==> config.mk <==
export PLATFORM = sky130hd
export DESIGN_NAME = ifu
export DESIGN_NICKNAME = d
export VERILOG_FILES = /design/src/rtl/ifu_pkg.sv /design/src/rtl/ifu.sv
export SDC_FILE = /design/constraint.sdc
export NUM_CORES = 1
export LEC_CHECK = 0
export ABC_AREA = 0
export CAP_MARGIN = 20
export CORE_MARGIN = 5
export CORE_UTILIZATION = 41
export CTS_CLUSTER_DIAMETER = 40
export CTS_CLUSTER_SIZE = 10
export DETAILED_ROUTE_END_ITERATION = 12
export GPL_TIMING_DRIVEN = 0
export PLACE_DENSITY = 0.77
export SLEW_MARGIN = 20
export SYNTH_ARGS = -nofsm -noshare
export SYNTH_HDL_FRONTEND = slang
export SYNTH_SLANG_ARGS = --single-unit
==> constraint.sdc <==
create_clock -name clk -period 5.2 [get_ports clk]
set_clock_uncertainty 0.05 [all_clocks]
set_input_delay 0.78 -clock clk [delete_from_list [all_inputs] [get_ports clk]]
set_output_delay 0.78 -clock clk [all_outputs]
set_load 0.01 [all_outputs]
==> src/rtl/ifu_pkg.sv <==
// Shared fetch-unit constants: address/instruction widths, reset PC, NOP word, FSM encoding.
package ifu_pkg;

    localparam int          IFU_XLEN     = 64;
    localparam int          IFU_ILEN     = 32;
    localparam logic [63:0] IFU_RESET_PC = 64'h0000_0000_8000_0000;
    localparam logic [31:0] IFU_NOP      = 32'h0000_0013;

    typedef enum logic [1:0] {
        ST_IDLE  = 2'd0,
        ST_REQ   = 2'd1,
        ST_WAIT  = 2'd2,
        ST_VALID = 2'd3
    } ifu_state_t;

endpackage

==> src/rtl/ifu.sv <==
// Instruction fetch unit: owns the PC, one outstanding imem fetch, one registered instruction to decode.
// Latency: request 1 cycle after reset release; instruction valid 2 cycles after request with zero-wait memory.
// Backpressure: instruction held in VALID until instr_ready; request held in REQ until imem_req_ready.
module ifu
    import ifu_pkg::*;
#(
    parameter int              XLEN     = IFU_XLEN,
    parameter int              ILEN     = IFU_ILEN,
    parameter logic [XLEN-1:0] RESET_PC = XLEN'(IFU_RESET_PC)
) (
    input  logic            clk,
    input  logic            rst,
    output logic            imem_req_valid,
    input  logic            imem_req_ready,
    output logic [XLEN-1:0] imem_addr,
    input  logic            imem_rsp_valid,
    input  logic [ILEN-1:0] imem_rsp_data,
    input  logic            imem_rsp_err,
    output logic            instr_valid,
    input  logic            instr_ready,
    output logic [ILEN-1:0] instr_o,
    output logic [XLEN-1:0] pc_o,
    output logic            fault_o,
    input  logic            redirect_valid,
    input  logic [XLEN-1:0] redirect_pc
);

    ifu_state_t      state_q, state_d;
    logic [XLEN-1:0] pc_q;
    logic            drop_q;
    logic [ILEN-1:0] instr_q;
    logic [XLEN-1:0] pc_out_q;
    logic            fault_q;
    logic            redir;
    logic            rsp_take;
    logic            redirect_lsb_unused;

    assign redirect_lsb_unused = ^redirect_pc[1:0];

    assign redir    = redirect_valid && (state_q != ST_IDLE);
    assign rsp_take = (state_q == ST_WAIT) && imem_rsp_valid && !drop_q && !redirect_valid;

    always_ff @(posedge clk or posedge rst) begin
        if (rst) begin
            state_q <= ST_IDLE;
        end else begin
            state_q <= state_d;
        end
    end

    always_comb begin
        state_d = state_q;
        case (state_q)
            ST_IDLE:  state_d = ST_REQ;
            ST_REQ:   if (imem_req_ready) state_d = ST_WAIT;
            // A redirect alongside the response throws the word away and refetches.
            ST_WAIT:  if (imem_rsp_valid) state_d = rsp_take ? ST_VALID : ST_REQ;
            ST_VALID: if (instr_ready || redirect_valid) state_d = ST_REQ;
            default:  state_d = ST_IDLE;
        endcase
    end

    always_comb begin
        imem_req_valid = (state_q == ST_REQ);
        instr_valid    = (state_q == ST_VALID);
    end

    assign imem_addr = pc_q;
    assign instr_o   = instr_q;
    assign pc_o      = pc_out_q;
    assign fault_o   = fault_q;

    always_ff @(posedge clk or posedge rst) begin
        if (rst) begin
            pc_q     <= RESET_PC;
            drop_q   <= 1'b0;
            instr_q  <= '0;
            pc_out_q <= '0;
            fault_q  <= 1'b0;
        end else begin
            if (redir) begin
                pc_q <= {redirect_pc[XLEN-1:2], 2'b00};
            end else if (state_q == ST_VALID && instr_ready) begin
                pc_q <= pc_q + XLEN'(4);
            end

            // drop marks an in-flight response fetched from a now-stale PC.
            if (state_q == ST_REQ && redir && imem_req_ready) begin
                drop_q <= 1'b1;
            end else if (state_q == ST_WAIT) begin
                if (imem_rsp_valid) begin
                    drop_q <= 1'b0;
                end else if (redir) begin
                    drop_q <= 1'b1;
                end
            end

            if (rsp_take) begin
                instr_q  <= imem_rsp_err ? ILEN'(IFU_NOP) : imem_rsp_data;
                pc_out_q <= pc_q;
                fault_q  <= imem_rsp_err;
            end
        end
    end

endmodule

After elaboration in Yosys (flattened, before gate mapping) --
Cells that the tools add are included.
Word-level totals: bits in registers 164, input port bits 103, output and inout bits 163, logic and storage cells 42
Cells by class: add/subtract/negate cells 1, equal/unequal tests 6, mux-type cells 12, reduce and logical (&&, ||, !) cells 17
Operators with widths (number):
- $mux 64 | 2
- $add 64x3->64 const B | 1
- $mux 32 | 1
- $mux 2 | 4
- $pmux 2 s4 | 1
- $logic_and 1x1->1 | 7
- $reduce_bool 2->1 | 3
- $eq 2x2->1 const B | 2
- $mux 1 | 4
- $ne 2x1->1 const B | 2
- $reduce_and 3->1 | 1
- $reduce_bool 3->1 | 1
- $eq 2x1->1 const B | 1
- $logic_not 1->1 | 2
- $logic_not 2->1 | 1
- $ne 2x2->1 const B | 1
- $reduce_and 2->1 | 1
- $logic_or 1x1->1 | 1

Logic depth before layout (Yosys ltp) --
depth after elaboration 7, mapped depth 8, mapped depth without buffers 7

Worst setup path before layout --
Ideal clock, no wire load.
path kind input -> register, from in instr_ready, to reg pc_q[51] (netlist: imem_addr[51]), setup time 69 ps, arrival 2218 ps, required time 5081 ps, setup slack 2863 ps, cell stages on the path 5, buffers on the path 0, cell sequence nand4_1 -> nor4_2 -> nand3_1 -> or4_1 -> nand3_1
Between the ends: word-level cells in the longest chain between the ends 2
RTL lines:
- from (decl) | RTL line ifu.sv:20 | input logic instr_ready,
- $logic_and 1x1->1 | RTL line ifu.sv:83 | end else if (state_q == ST_VALID && instr_ready) begin
- $reduce_bool 2->1 (no line)
- to (signal assigned) | RTL line ifu.sv:82 | pc_q <= {redirect_pc[XLEN-1:2], 2'b00};
- to (signal assigned) | RTL line ifu.sv:84 | pc_q <= pc_q + XLEN'(4);
- to (decl) | RTL line ifu.sv:29 | logic [XLEN-1:0] pc_q;
Every way passes these cells. A chain may end at the register's enable or synchronous reset.

Final worst setup path --
Same ends and word-level chain as after synthesis.

==> run_results.csv <==
group,metric,value,unit
run_status,status,"finished clean",
floorplanning,core_area,18100,sq um
setup_path,end_kind,"flip-flop",
setup_path,path_cells,"clkdlybuf4s50_1 -> nand4_1 -> nor4_2 -> nand3_1 -> or4_1 -> nand3_1",
clock_network,htreeDepth,4,
floorplanning,die_y,146,um
sta,slew_violations,0,
placement,dp_slack,1.70,ns
routing,vias_per_cell,5.24,
global_route,grt_pass1_wl,40.1,mm
hold_path,hold_depth,2,
setup_path,cpPeakStageDelay,0.58,ns
sta,rsz0062_at_grt,"no",
finish,antenna_cells,0,
sta,setup_slack,2.19,ns
hold_path,hold_start,"instr_o[12]$_DFFE_PP0P_",
global_route,overflow,0,
setup_path,arrival,3.32,ns
setup_path,path_delay_family,"simple AND/OR/NAND/NOR gates",
routing,drc,0,
setup_path,r2r_start,"state_q[0]$_DFFE_PP0P_",
synth,syn_inst,858,
routing,drt_first_pass_iters,5,
power_and_ir_drop,p_per_area,553,nW/um^2
global_route,antenna_found_initial,0,
synth,yosysWarnings,0,
setup_path,crit_type,"input pin to flip-flop",
clock_network,postCtsSetupBuffers,0,
finish,nets,1248,
routing,drt_iter0_markers,460,
placement,dp_hpwl,18.3,mm
placement,dp.cells,1350,
clock_network,clk_path_buf_depth,2,
floorplanning,rows,49,
setup_path,crit_buf_inv,1,
floorplanning,design.die.area,21300,sq um
setup_path,r2r-end,"imem_addr[51]$_DFFE_PP0P_",
routing,wl_per_cell,17.9,um
synth,yosysTopAreaCellShare,52.4,%
clock_network,cts_hold_buf,0,
finish,final_cell_mix,"nand2_1 (313), clkdlybuf4s50_1 (259), dfrtp_1 (159), o21ai_0 (59)",
routing,finalWirelength,24.7,mm
routing,vias,7232,
finish,area_growth,46.2,%
power_and_ir_drop,leakage,4.83,nW
synth,yosysSeqAreaShare,52.8,%
setup_path,critPathMaxFanout,9,
clock_network,cts.sinks,160,
power_and_ir_drop,ir_worst_vdd,0.000257,V
clock_network,cts-root-buf,"clkbuf_16",
sta,finalSetupTns,0,ns
synth,synth_area_leader_cell,"dfrtp_1",
sta,period_share,57.9,%
placement,gp_congestion,0.845,
hold_path,holdPathEnd,"instr_o[12]$_DFFE_PP0P_",
clock_network,clock_latency,0.43,ns
sta,fin_crit,3.01,ns
setup_path,start_kind,"input pin",
sta,hold_slack,0.417,ns
clock_network,cts_buffers,17,
synth,yosysUniqueCellTypes,49,
floorplanning,die_w,146,um
sta,setup_viol,0,
setup_path,crit_top_cell,"nand3_1",
floorplanning,pin_count,266,
routing,ant_nets,0,
setup_path,required,5.51,ns
global_route,track_usage,23.4,%
global_route,grt_max_degree,92,
sta,worst_slew_pin_slew,0.838,ns
finish,drive_gt1_share,4.51,%
setup_path,reg2reg_depth,6,
sta,maxClockFrequency,332,MHz
clock_network,clk_pin_slew,0.06,ns
clock_network,cts_tree,"done",
synth,syn_area_per_cell,8.85,sq um
setup_path,slowest_stage,"nor4_2",
finish,instances_no_fill,1381,
setup_path,r2r_slack,2.42,ns
hold_path,hp-class,"flip-flop to flip-flop",
global_route,grt_pass1_vias,7248,
finish,final_common_cell,"nand2_1",
placement,port_buffers,259,
synth,ys_ff_latch,160,
synth,ys_top_cells_by_area,"dfrtp_1 (52%), nand2_1 (15%), o21ai_0 (3.9%)",
synth,syn-cell-area,7590,sq um
clock_network,ctsResizeCount,0,
finish,fin_util,61.3,%
sta,hold_viol_final,0,
sta,relSlewSlack,44.1,%
run,maxCapViolations,0,
floorplanning,initial_core_util,42.0,%
## worst min-delay path, stage by stage (launching register included)
cell and delay [ns]:
dfrtp_1 0.34, nand2_1 0.05, nand2_1 0.04
## sequential cells by signal (all words and copies together) (netlist names)
name / flops
imem_addr: 62
pc_o: 62
instr_o: 32
state_q: 2
drop_q: 1
fault_o: 1
## worst max-delay path by stage
stage / to / from / slack [ns] / depth (start not counted)
floorplan: drop_q$_DFFE_PP0P_ / rst / 0.05 / 1
global placement: pc_o[29]$_DFFE_PP0P_ / rst / -2.33 / 2
detailed placement: imem_addr[3]$_DFFE_PP0P_ / redirect_valid / 1.70 / 6
CTS: imem_addr[3]$_DFFE_PP0P_ / redirect_valid / 2.15 / 6
global route: imem_addr[53]$_DFFE_PP0P_ / instr_ready / 2.00 / 6
finish: imem_addr[51]$_DFFE_PP0P_ / instr_ready / 2.19 / 6
## metrics by stage
step	total power [mW]	area, sq um
4_1_cts	6.18	11100
2_1_floorplan	3.32	7600
3_3_place_gp	4.83	10500
3_5_place_dp	4.90	10500
6_report	6.13	11100
5_1_grt	6.54	11100
## synthesized netlist by cell type (all sizes together)
cell type	number
a211o	1
nand2	314
mux2i	1
and4	8
xnor2	11
o211ai	3
ha	5
nor3	5
a31oi	21
nand4	31
nand2b	1
nand4b	2
dlygate4sd3	2
mux2	1
nor4b	2
and3	4
xor2	27
dfrtp	159
nor2b	1
conb	1
or4	10
or3	9
nand3b	30
buf	11
and2	3
dfstp	1
o31ai	9
clkbuf	34
nand3	24
or4b	1
nor2	38
nor4	13
a221oi	1
o21ai	59
inv	10
nor3b	1
a21oi	4
## cells by family (layout without fill, tap and decap cells)
family / Yosys count / count (layout) / share of synthesized area, %
compound gates: 98 / 98 / 7.30
flops: 160 / 160 / 52.8
xor+xnor: 38 / 38 / 4.38
buf+inv: 57 / 348 / 3.36
fa+ha+maj: 5 / 5 / 0.824
simple gates: 497 / 497 / 31.0
mux: 2 / 2 / 0.280
other cells: 1 / 4 / 0.0494
## final cells by class
class,instances,area [sq um]
plain buffers,47,218
clock buffers,21,440
clock inverters,10,139
fillers,1524,6990
inverters,10,45.0
multi-input cells,644,3340
flip-flops and latches,160,4010
well taps,229,287
repair buffers,260,2620
## metal layers
metal | wire, um | global-route usage (%) | part of all wire [%]
met5 | 0 | 0 | 0
met4 | 503 | 6.77 | 2.0
met3 | 1810 | 6.51 | 7.3
met2 | 11700 | 37.5 | 47
met1 | 10700 | 31.3 | 43
## power by group
group | internal [mW] | switching [mW] | total [mW]
Sequential | 1.79 | 0.594 | 2.38
Combinational | 1.34 | 1.15 | 2.49
Clock | 0.753 | 0.515 | 1.27
Total | 3.88 | 2.26 | 6.13
Power figures use the tool's default switching activity.
